===== config.mk =====
export PLATFORM = sky130hd
export DESIGN_NAME = eth_rx_frame_check
export DESIGN_NICKNAME = d
export VERILOG_FILES = /design/src/rtl/eth_rx_pkg.sv /design/src/rtl/crc32_d8.sv /design/src/rtl/eth_rx_frame_check.sv
export SDC_FILE = /design/constraint.sdc
export NUM_CORES = 1
export LEC_CHECK = 0
export BUFFER_PORTS_ARGS = -buffer_cell sky130_fd_sc_hd__buf_2
export CAP_MARGIN = 5
export CORE_MARGIN = 3
export CORE_UTILIZATION = 50
export CTS_BUF_LIST = sky130_fd_sc_hd__clkbuf_16
export CTS_CLUSTER_SIZE = 28
export DETAILED_ROUTE_END_ITERATION = 7
export PLACE_DENSITY_LB_ADDON = 0.3
export SLEW_MARGIN = 30
export SYNTH_ARGS = -nofsm -noshare
export SYNTH_HDL_FRONTEND = slang
export SYNTH_SLANG_ARGS = --single-unit
export TNS_END_PERCENT = 50

===== constraint.sdc =====
create_clock -name clk -period 2.8 [get_ports clk]
set_input_delay 0.42 -clock clk [delete_from_list [all_inputs] [get_ports clk]]
set_output_delay 0.42 -clock clk [all_outputs]
set_load 0.005 [all_outputs]

===== src/rtl/eth_rx_pkg.sv =====
`default_nettype none
// ============================================================================
//  Module      : eth_rx_pkg
//  Description : Shared constants and types for the Ethernet receive frame
//                checker and its CRC32 datapath.
//                Holds the preamble/SFD byte codes, the reflected CRC-32
//                constants, the receive state enum and the per-frame status
//                record.
//  Revision    : 1.0 - initial release
// ============================================================================
package eth_rx_pkg;

   localparam logic [7:0]  PREAMBLE_BYTE = 8'h55;
   localparam logic [7:0]  SFD_BYTE      = 8'hD5;

   // Reflected CRC-32 (IEEE 802.3), processed LSB first
   localparam logic [31:0] CRC32_POLY    = 32'hEDB88320;
   localparam logic [31:0] CRC32_INIT    = 32'hFFFFFFFF;
   // Raw register value left after running a correct frame plus its FCS
   localparam logic [31:0] CRC32_RESIDUE = 32'hDEBB20E3;

   typedef enum logic [1:0] {
      ST_IDLE     = 2'd0,
      ST_PREAMBLE = 2'd1,
      ST_DATA     = 2'd2,
      ST_DROP     = 2'd3
   } rx_state_e;

   typedef struct packed {
      logic        ok;
      logic        crc;
      logic        runt;
      logic        giant;
      logic [15:0] len;
   } frame_status_t;

endpackage
`default_nettype wire


===== src/rtl/crc32_d8.sv =====
`default_nettype none
// ============================================================================
//  Module      : crc32_d8
//  Description : Combinational CRC-32 next-state function, one byte per call.
//                Reflected polynomial, data consumed LSB first. No init or
//                final inversion is applied here; the caller owns the
//                register. Also intended for the TX FCS inserter.
//  Ports       : crc_in   [31:0] in  current CRC register
//                data_in  [7:0]  in  byte to absorb
//                crc_out  [31:0] out CRC register after the byte
//  Revision    : 1.0 - initial release
// ============================================================================
module crc32_d8
   import eth_rx_pkg::*;
(
   input  logic [31:0] crc_in,
   input  logic [7:0]  data_in,
   output logic [31:0] crc_out
);

   logic [31:0] crc_v;

   always_comb begin
      crc_v = crc_in;
      for (int i = 0; i < 8; i++) begin
         crc_v = {1'b0, crc_v[31:1]} ^ ((crc_v[0] ^ data_in[i]) ? CRC32_POLY : 32'h0);
      end
      crc_out = crc_v;
   end

endmodule
`default_nettype wire


===== src/rtl/eth_rx_frame_check.sv =====
`default_nettype none
// ============================================================================
//  Module      : eth_rx_frame_check
//  Description : GMII-style receive frame checker. Locates preamble + SFD,
//                streams the frame body with the 4-byte FCS stripped,
//                checks CRC-32 and length, and reports per-frame status.
//  Build macro : ETH_RX_CHECK_STATS_EN - when defined, the good/bad/preamble
//                error statistics counters are built; otherwise those ports
//                are tied to zero.
//  Ports       : clk          in   clock
//                nrst         in   synchronous active-low reset
//                rx_dv / rxd  in   input byte stream and its valid
//                out_valid    out  out_data carries a payload byte
//                out_data     out  payload byte (FCS excluded)
//                out_sop      out  first payload byte of a frame
//                frame_done   out  one-cycle end-of-frame pulse
//                frame_ok, crc_err, runt_err, giant_err  out  frame status
//                frame_len    out  bytes after SFD incl. FCS, saturating
//                good_cnt, bad_cnt, pre_err_cnt          out  statistics
//  Revision    : 1.0 - initial release
// ============================================================================
module eth_rx_frame_check
   import eth_rx_pkg::*;
#(
   parameter int MIN_FRAME = 64,
   parameter int MAX_FRAME = 1518,
   parameter int CNT_W     = 16
)
(
   input  logic             clk,
   input  logic             nrst,
   input  logic             rx_dv,
   input  logic [7:0]       rxd,
   output logic             out_valid,
   output logic [7:0]       out_data,
   output logic             out_sop,
   output logic             frame_done,
   output logic             frame_ok,
   output logic             crc_err,
   output logic             runt_err,
   output logic             giant_err,
   output logic [15:0]      frame_len,
   output logic [CNT_W-1:0] good_cnt,
   output logic [CNT_W-1:0] bad_cnt,
   output logic [CNT_W-1:0] pre_err_cnt
);

   localparam logic [15:0] MIN_LEN = 16'(MIN_FRAME);
   localparam logic [15:0] MAX_LEN = 16'(MAX_FRAME);

   rx_state_e     state_q, state_d;
   logic [31:0]   crc_q, crc_d, crc_next;
   logic [15:0]   len_q, len_d, len_inc;
   // Four-byte delay line: newest byte enters at [7:0], oldest leaves at [31:24]
   logic [31:0]   dly_q, dly_d;
   logic [2:0]    dly_cnt_q, dly_cnt_d;
   logic          sop_pend_q, sop_pend_d;
   logic          out_valid_q, out_valid_d;
   logic [7:0]    out_data_q, out_data_d;
   logic          out_sop_q, out_sop_d;
   logic          frame_done_q, frame_done_d;
   frame_status_t status_q, status_d;

   logic          frame_end;
   logic          crc_bad;
   logic          is_runt;
   logic          is_giant;
   logic          frame_good;

   crc32_d8 u_crc32_d8 (
      .crc_in  (crc_q),
      .data_in (rxd),
      .crc_out (crc_next)
   );

   assign len_inc    = (len_q == 16'hFFFF) ? len_q : len_q + 16'd1;
   assign frame_end  = (state_q == ST_DATA) && !rx_dv;
   assign crc_bad    = (crc_q != CRC32_RESIDUE);
   assign is_runt    = (len_q < MIN_LEN);
   assign is_giant   = (len_q > MAX_LEN);
   assign frame_good = !(crc_bad || is_runt || is_giant);

   always_comb begin
      state_d      = state_q;
      crc_d        = crc_q;
      len_d        = len_q;
      dly_d        = dly_q;
      dly_cnt_d    = dly_cnt_q;
      sop_pend_d   = sop_pend_q;
      out_valid_d  = 1'b0;
      out_data_d   = out_data_q;
      out_sop_d    = 1'b0;
      frame_done_d = 1'b0;
      status_d     = status_q;

      case (state_q)
         ST_IDLE: begin
            if (rx_dv) begin
               state_d = (rxd == PREAMBLE_BYTE) ? ST_PREAMBLE : ST_DROP;
            end
         end

         ST_PREAMBLE: begin
            if (!rx_dv) begin
               state_d = ST_IDLE;
            end else if (rxd == SFD_BYTE) begin
               state_d    = ST_DATA;
               crc_d      = CRC32_INIT;
               len_d      = 16'd0;
               dly_cnt_d  = 3'd0;
               sop_pend_d = 1'b1;
            end else if (rxd != PREAMBLE_BYTE) begin
               state_d = ST_DROP;
            end
         end

         ST_DATA: begin
            if (rx_dv) begin
               crc_d = crc_next;
               len_d = len_inc;
               dly_d = {dly_q[23:0], rxd};
               // Only once four bytes are buffered is the oldest one known
               // not to be part of the FCS.
               if (dly_cnt_q == 3'd4) begin
                  out_valid_d = 1'b1;
                  out_data_d  = dly_q[31:24];
                  out_sop_d   = sop_pend_q;
                  sop_pend_d  = 1'b0;
               end else begin
                  dly_cnt_d = dly_cnt_q + 3'd1;
               end
            end else begin
               // End of frame: the buffered bytes are the FCS and are dropped
               state_d        = ST_IDLE;
               frame_done_d   = 1'b1;
               status_d.ok    = frame_good;
               status_d.crc   = crc_bad;
               status_d.runt  = is_runt;
               status_d.giant = is_giant;
               status_d.len   = len_q;
               dly_d          = 32'h0;
               dly_cnt_d      = 3'd0;
               sop_pend_d     = 1'b0;
            end
         end

         ST_DROP: begin
            if (!rx_dv) begin
               state_d = ST_IDLE;
            end
         end

         default: state_d = ST_IDLE;
      endcase
   end

   always_ff @(posedge clk) begin
      if (!nrst) begin
         state_q      <= ST_IDLE;
         crc_q        <= CRC32_INIT;
         len_q        <= 16'd0;
         dly_q        <= 32'h0;
         dly_cnt_q    <= 3'd0;
         sop_pend_q   <= 1'b0;
         out_valid_q  <= 1'b0;
         out_data_q   <= 8'h00;
         out_sop_q    <= 1'b0;
         frame_done_q <= 1'b0;
         status_q     <= '0;
      end else begin
         state_q      <= state_d;
         crc_q        <= crc_d;
         len_q        <= len_d;
         dly_q        <= dly_d;
         dly_cnt_q    <= dly_cnt_d;
         sop_pend_q   <= sop_pend_d;
         out_valid_q  <= out_valid_d;
         out_data_q   <= out_data_d;
         out_sop_q    <= out_sop_d;
         frame_done_q <= frame_done_d;
         status_q     <= status_d;
      end
   end

   assign out_valid  = out_valid_q;
   assign out_data   = out_data_q;
   assign out_sop    = out_sop_q;
   assign frame_done = frame_done_q;
   assign frame_ok   = status_q.ok;
   assign crc_err    = status_q.crc;
   assign runt_err   = status_q.runt;
   assign giant_err  = status_q.giant;
   assign frame_len  = status_q.len;

`ifdef ETH_RX_CHECK_STATS_EN
   localparam logic [CNT_W-1:0] CNT_ONE = CNT_W'(1);

   logic [CNT_W-1:0] good_cnt_q, good_cnt_d;
   logic [CNT_W-1:0] bad_cnt_q, bad_cnt_d;
   logic [CNT_W-1:0] pre_err_cnt_q, pre_err_cnt_d;
   logic             pre_err;

   always_comb begin
      // Any byte that is neither a valid preamble continuation nor the SFD
      // sends the receiver into DROP and counts as a preamble error.
      pre_err = rx_dv &&
                (((state_q == ST_IDLE) && (rxd != PREAMBLE_BYTE)) ||
                 ((state_q == ST_PREAMBLE) && (rxd != PREAMBLE_BYTE) && (rxd != SFD_BYTE)));
      good_cnt_d    = good_cnt_q;
      bad_cnt_d     = bad_cnt_q;
      pre_err_cnt_d = pre_err_cnt_q;
      if (frame_end && frame_good) begin
         good_cnt_d = good_cnt_q + CNT_ONE;
      end
      if (frame_end && !frame_good) begin
         bad_cnt_d = bad_cnt_q + CNT_ONE;
      end
      if (pre_err) begin
         pre_err_cnt_d = pre_err_cnt_q + CNT_ONE;
      end
   end

   always_ff @(posedge clk) begin
      if (!nrst) begin
         good_cnt_q    <= '0;
         bad_cnt_q     <= '0;
         pre_err_cnt_q <= '0;
      end else begin
         good_cnt_q    <= good_cnt_d;
         bad_cnt_q     <= bad_cnt_d;
         pre_err_cnt_q <= pre_err_cnt_d;
      end
   end

   assign good_cnt    = good_cnt_q;
   assign bad_cnt     = bad_cnt_q;
   assign pre_err_cnt = pre_err_cnt_q;
`else
   assign good_cnt    = '0;
   assign bad_cnt     = '0;
   assign pre_err_cnt = '0;
`endif

endmodule
`default_nettype wire


Word-level counts from Yosys, hierarchy flattened. Index checks and enable logic that the tools add are counted.

Add/subtract/negate cells: 2. $lt $le $gt $ge: 2. Equality and inequality tests: 18. Mux-type cells: 37. Bitwise logic cells: 17. Reduce and logical (&&, ||, !) cells: 16.

Operators by type and width (number): $mux 32 (12); $xor 31x32->32 (8); $mux 16 (4); $pmux 32 s2 (1); $ne 32x32->1 const B (1); $pmux 16 s2 (1); $add 16x1->16 const B (1); $eq 16x16->1 const B (1); $gt 16x11->1 const B (1); $lt 16x7->1 const B (1); $reduce_and 4->1 (4); $mux 2 (6); $mux 3 (4); $ne 2x2->1 const B (6); $reduce_and 3->1 (3); $eq 8x7->1 const B (1); $eq 8x8->1 const B (1); $ne 8x7->1 const B (1); $xor 1x1->1 (8); $mux 1 (6); $pmux 2 s3 (1); $pmux 3 s2 (1); $reduce_and 5->1 (1); $eq 2x2->1 const B (2); 14 further kinds (16).

Register bits after elaboration: 117. Input port bits: 11. Output and inout bits: 79. Logic and storage cells: 107.

Logic depth before layout (Yosys ltp).
Word-level depth: 26. Mapped depth: 7.

Hierarchy. Synthesis repeated with hierarchy kept, for this count alone.

Cell total of the unflattened synthesis: 704. Area, all modules: 6022.0 um2.

By module, submodules not included: eth_rx_frame_check (instances 1, cells an instance 636, area each 5031.1 um2, seq. area each 2342.2 um2); crc32_d8 (instances 1, cells an instance 68, area each 991.0 um2, seq. area each 0.0 um2).

Worst setup path before layout. OpenSTA, ideal clock, no wires.

Path kind: register -> register. From: register len_q[0]. To: register len_q[0]. Library setup time: 0.128 ns. Arrival time: 1.977 ns. Slack: 0.696 ns. Stages on the path, launching flop included: 8. Path buffers: 1. Period minus slack after synthesis: 2.104 ns. Cell sequence: dfxtp_1 > ha_1 > nand4_1 > or4_4 > o211ai_4 > buf_6 > xor2_1 > nor2_1.

Longest elaborated chain between the ends: 4.

RTL lines: from (decl) (RTL line eth_rx_frame_check.sv:53) `logic [15:0] len_q, len_d, len_inc;`; from (signal assigned) (RTL line eth_rx_frame_check.sv:173) `len_q <= len_d;`; $add 16x1->16 (RTL line eth_rx_frame_check.sv:76) `assign len_inc = (len_q == 16'hFFFF) ? len_q : len_q + 16'd1;`; $mux 16 (RTL line eth_rx_frame_check.sv:76); $mux 16 (RTL line eth_rx_frame_check.sv:118) `if (rx_dv) begin`; $pmux 16 s2 (RTL line eth_rx_frame_check.sv:96) `case (state_q)`.

Several ways; a longest one is shown, not always the timed one. The select of a mux whose other input is x is not followed. A chain may end at the register's enable or synchronous reset.

Worst setup path in the final report.
From: register len_q[1]. To: register len_q[7].

The elaborated chain is that of the path after synthesis.

==> impl_results.md <==
* Max-capacitance violation count at 0
* #FFs+latches synth at 117
* Tmin final at 2.41 ns
* Worst-case reg-to-reg path depth at 6
* GP Congestion at 0.875
* CP Capture Type: register
* Ys flop type: dfxtp_1
* Post-synth ARST share at 0%
* Relative slew slack at 50.9%
* Clk_lat worst skew at 0.41 ns
* DIE AREA at 0.0129 mm^2
* Setup TNS at 0 ns
* Max-slew violations at 0
* H-tree levels at 4
* Sequential area share after synthesis at 40.3%
* Hold Path Origin: rxd[7]
* Top cells by area, synth: dfxtp_1, nand2_1, buf_4
* Initial antenna violation count at 0
* Wire per inst at 15.1 um
* Final antenna-violating net count at 0
* Fmax at 414 MHz
* Synth warn at 0
* CTS Buffer Depth at 2
* Worst-margin pin slew at 0.736 ns
* CP startpoint: len_q[1]
* Vias in the first global route at 4439
* Dpl cells at 811
* # IOs at 90
* Final hold slack at 0.321 ns
* Core Box Area at 0.0111 mm^2
* Worst path required time at 3.07 ns
* Hold_buf cts at 0
* VDD IR-drop max at 0.474 mV
* Cell count after synthesis at 658
* CTS tree: yes
* Critical Path AT at 2.68 ns
* Hpwl dp at 8.52 mm
* GRT Util Overall at 20.2%
* Initial DRC count at 444
* Global-route wire length before repair at 21.0 mm
* DRT Pass-1 Iters at 4
* Most frequent cell after synthesis: nand2_1
* CP Max Fanout at 19
* Synth cell types at 58
* # DRC at 0
* Clk sink count at 117
* Critical Path Start Type: register
* Share of cells above drive strength 1 at 14.8%
* Root buf cell: clkbuf_16
* Hold Path Sink: state_q[1]
* Top cell type's share of synthesized area at 40.3%
* Final setup vio count at 0
* Status: complete, no violations
* Via count at 4635
* RSZ-0062 raised after global routing: false
* R2r setup slk at 0.39 ns
* Largest net degree at the start of global routing at 58
* Post-DR vias/cell at 5.50
* Reg clk slew, reported paths at 0.06 ns
* Min-delay worst type: input pin to register
* Hold Violations, Final at 0
* Area grow syn2layout at 12.8%
* WHS Path Cells at 3
* Final Skew at 0.0113 ns
* WS Path Type: register to register
* Worst r2r dst: len_q[7]
* Starting Density at 52.4%
* Die Y at 114 um
* Die Wd at 114 um
* Final net count at 704
* Leakage power at 0.00256 uW
* R2r startpoint: len_q[1]
* Period utilization at 86.2%
* Row Count at 38
* Antenna cells at 0
* Non-filler cells, final at 843
* Post-CTS setup buffers at 0
* Area leader, netlist: dfxtp_1
* CTS buffer count at 17
* Port bufs at 41
* Post-cts resize count at 0
* Final wirelength at 12.7 mm
* Post-synth EDFFs at 0
* Total gr overflow at 0
* Avg Synthesized Cell Area at 8.83 um^2
* Post-synth top cells: nand2_1, dfxtp_1, a21oi_1
* Synth Cell Area at 0.00581 mm^2
* P per Cell Area at 709 mW/mm^2
[per-stage QoR]
step                total power, uW  utilization (%)  area [um^2]  setup WS, ns
CTS                            4680             59.2         6550         0.423
detailed placement             2470             53.7         5950         0.420
global placement               2460             53.7         5950         0.543
global route                   4820             59.2         6550         0.209
finish                         4650             59.2         6550         0.386
floorplan                      2390                -         5990         0.696
[layout make-up]
class	count	area, um^2
clock buffer	17	425
timing repair buffer	52	300
multi-input combinational	492	3090
tap	140	175
fill	962	4520
sequential	117	2340
inverter	10	37.5
clock inverter	15	179
[logic make-up after synthesis]
kind of cell | share of synthesized area [%]
AND/OR/NAND/NOR | 20.2
AO/OA/AOI/OAI | 13.4
flip-flops | 40.3
buffers and inverters | 9.50
XOR/XNOR | 15.7
adder cells (fa/ha/maj) | 0.646
other | 0.0646
multiplexers | 0.172
[worst max-delay path by stage]
stage	end	slack [ns]	cells past startpoint
6_report	len_q[7]	0.39	6
5_1_grt	len_q[3]	0.21	6
4_1_cts	len_q[11]	0.42	6
3_5_place_dp	len_q[11]	0.42	6
3_3_place_gp	len_q[3]	0.54	6
2_1_floorplan	len_q[0]	0.70	7
[cell usage in the layout (no fill, tap or decap), types with 5 or more instances in the layout]
master     count
buf_4         10
xnor2_1       24
buf_2         41
a21oi_1       73
clkbuf_16     17
o22ai_1       13
nand3_1       43
nor3_1        10
inv_1          9
o21ai_0       12
xnor3_1       13
and2_1         5
nand2_1      118
xnor2_2        8
o21ai_1        9
xor2_1        11
nor2_1        18
nand4_1        8
conb_1        48
or3_1          8
dfxtp_1      117
[per-layer routing]
metal | share of wire [%] | track usage (%)
met1 | 43 | 25.2
met2 | 48 | 33.7
met3 | 6.9 | 4.88
met4 | 1.8 | 7.92
met5 | 0 | 0
[worst max-delay path, stage by stage, from the launching register on]
cell      delay (ns)
dfxtp_1         0.42
ha_1            0.24
nand4_1         0.29
or4_4           0.64
o211ai_4        0.43
or3_1           0.19
a21oi_1         0.07
[power by group]
part           total, uW  internal [uW]  switching, uW  leakage, uW
clock               2200           1400            796     0.000289
sequential          1740           1700           39.5     0.000947
combinational        706            363            343      0.00133
total               4650           3470           1180      0.00256
[state kept, by name (all words and copies together), names as in the netlist]
register / cells
giant_err: 1
crc_q: 32
runt_err: 1
frame_ok: 1
frame_done: 1
out_data: 8
out_sop: 1
len_q: 16
sop_pend_q: 1
dly_cnt_q: 3
crc_err: 1
frame_len: 16
dly_q: 32
out_valid: 1
state_q: 2
Note: power is estimated with default switching activity, not from simulation.
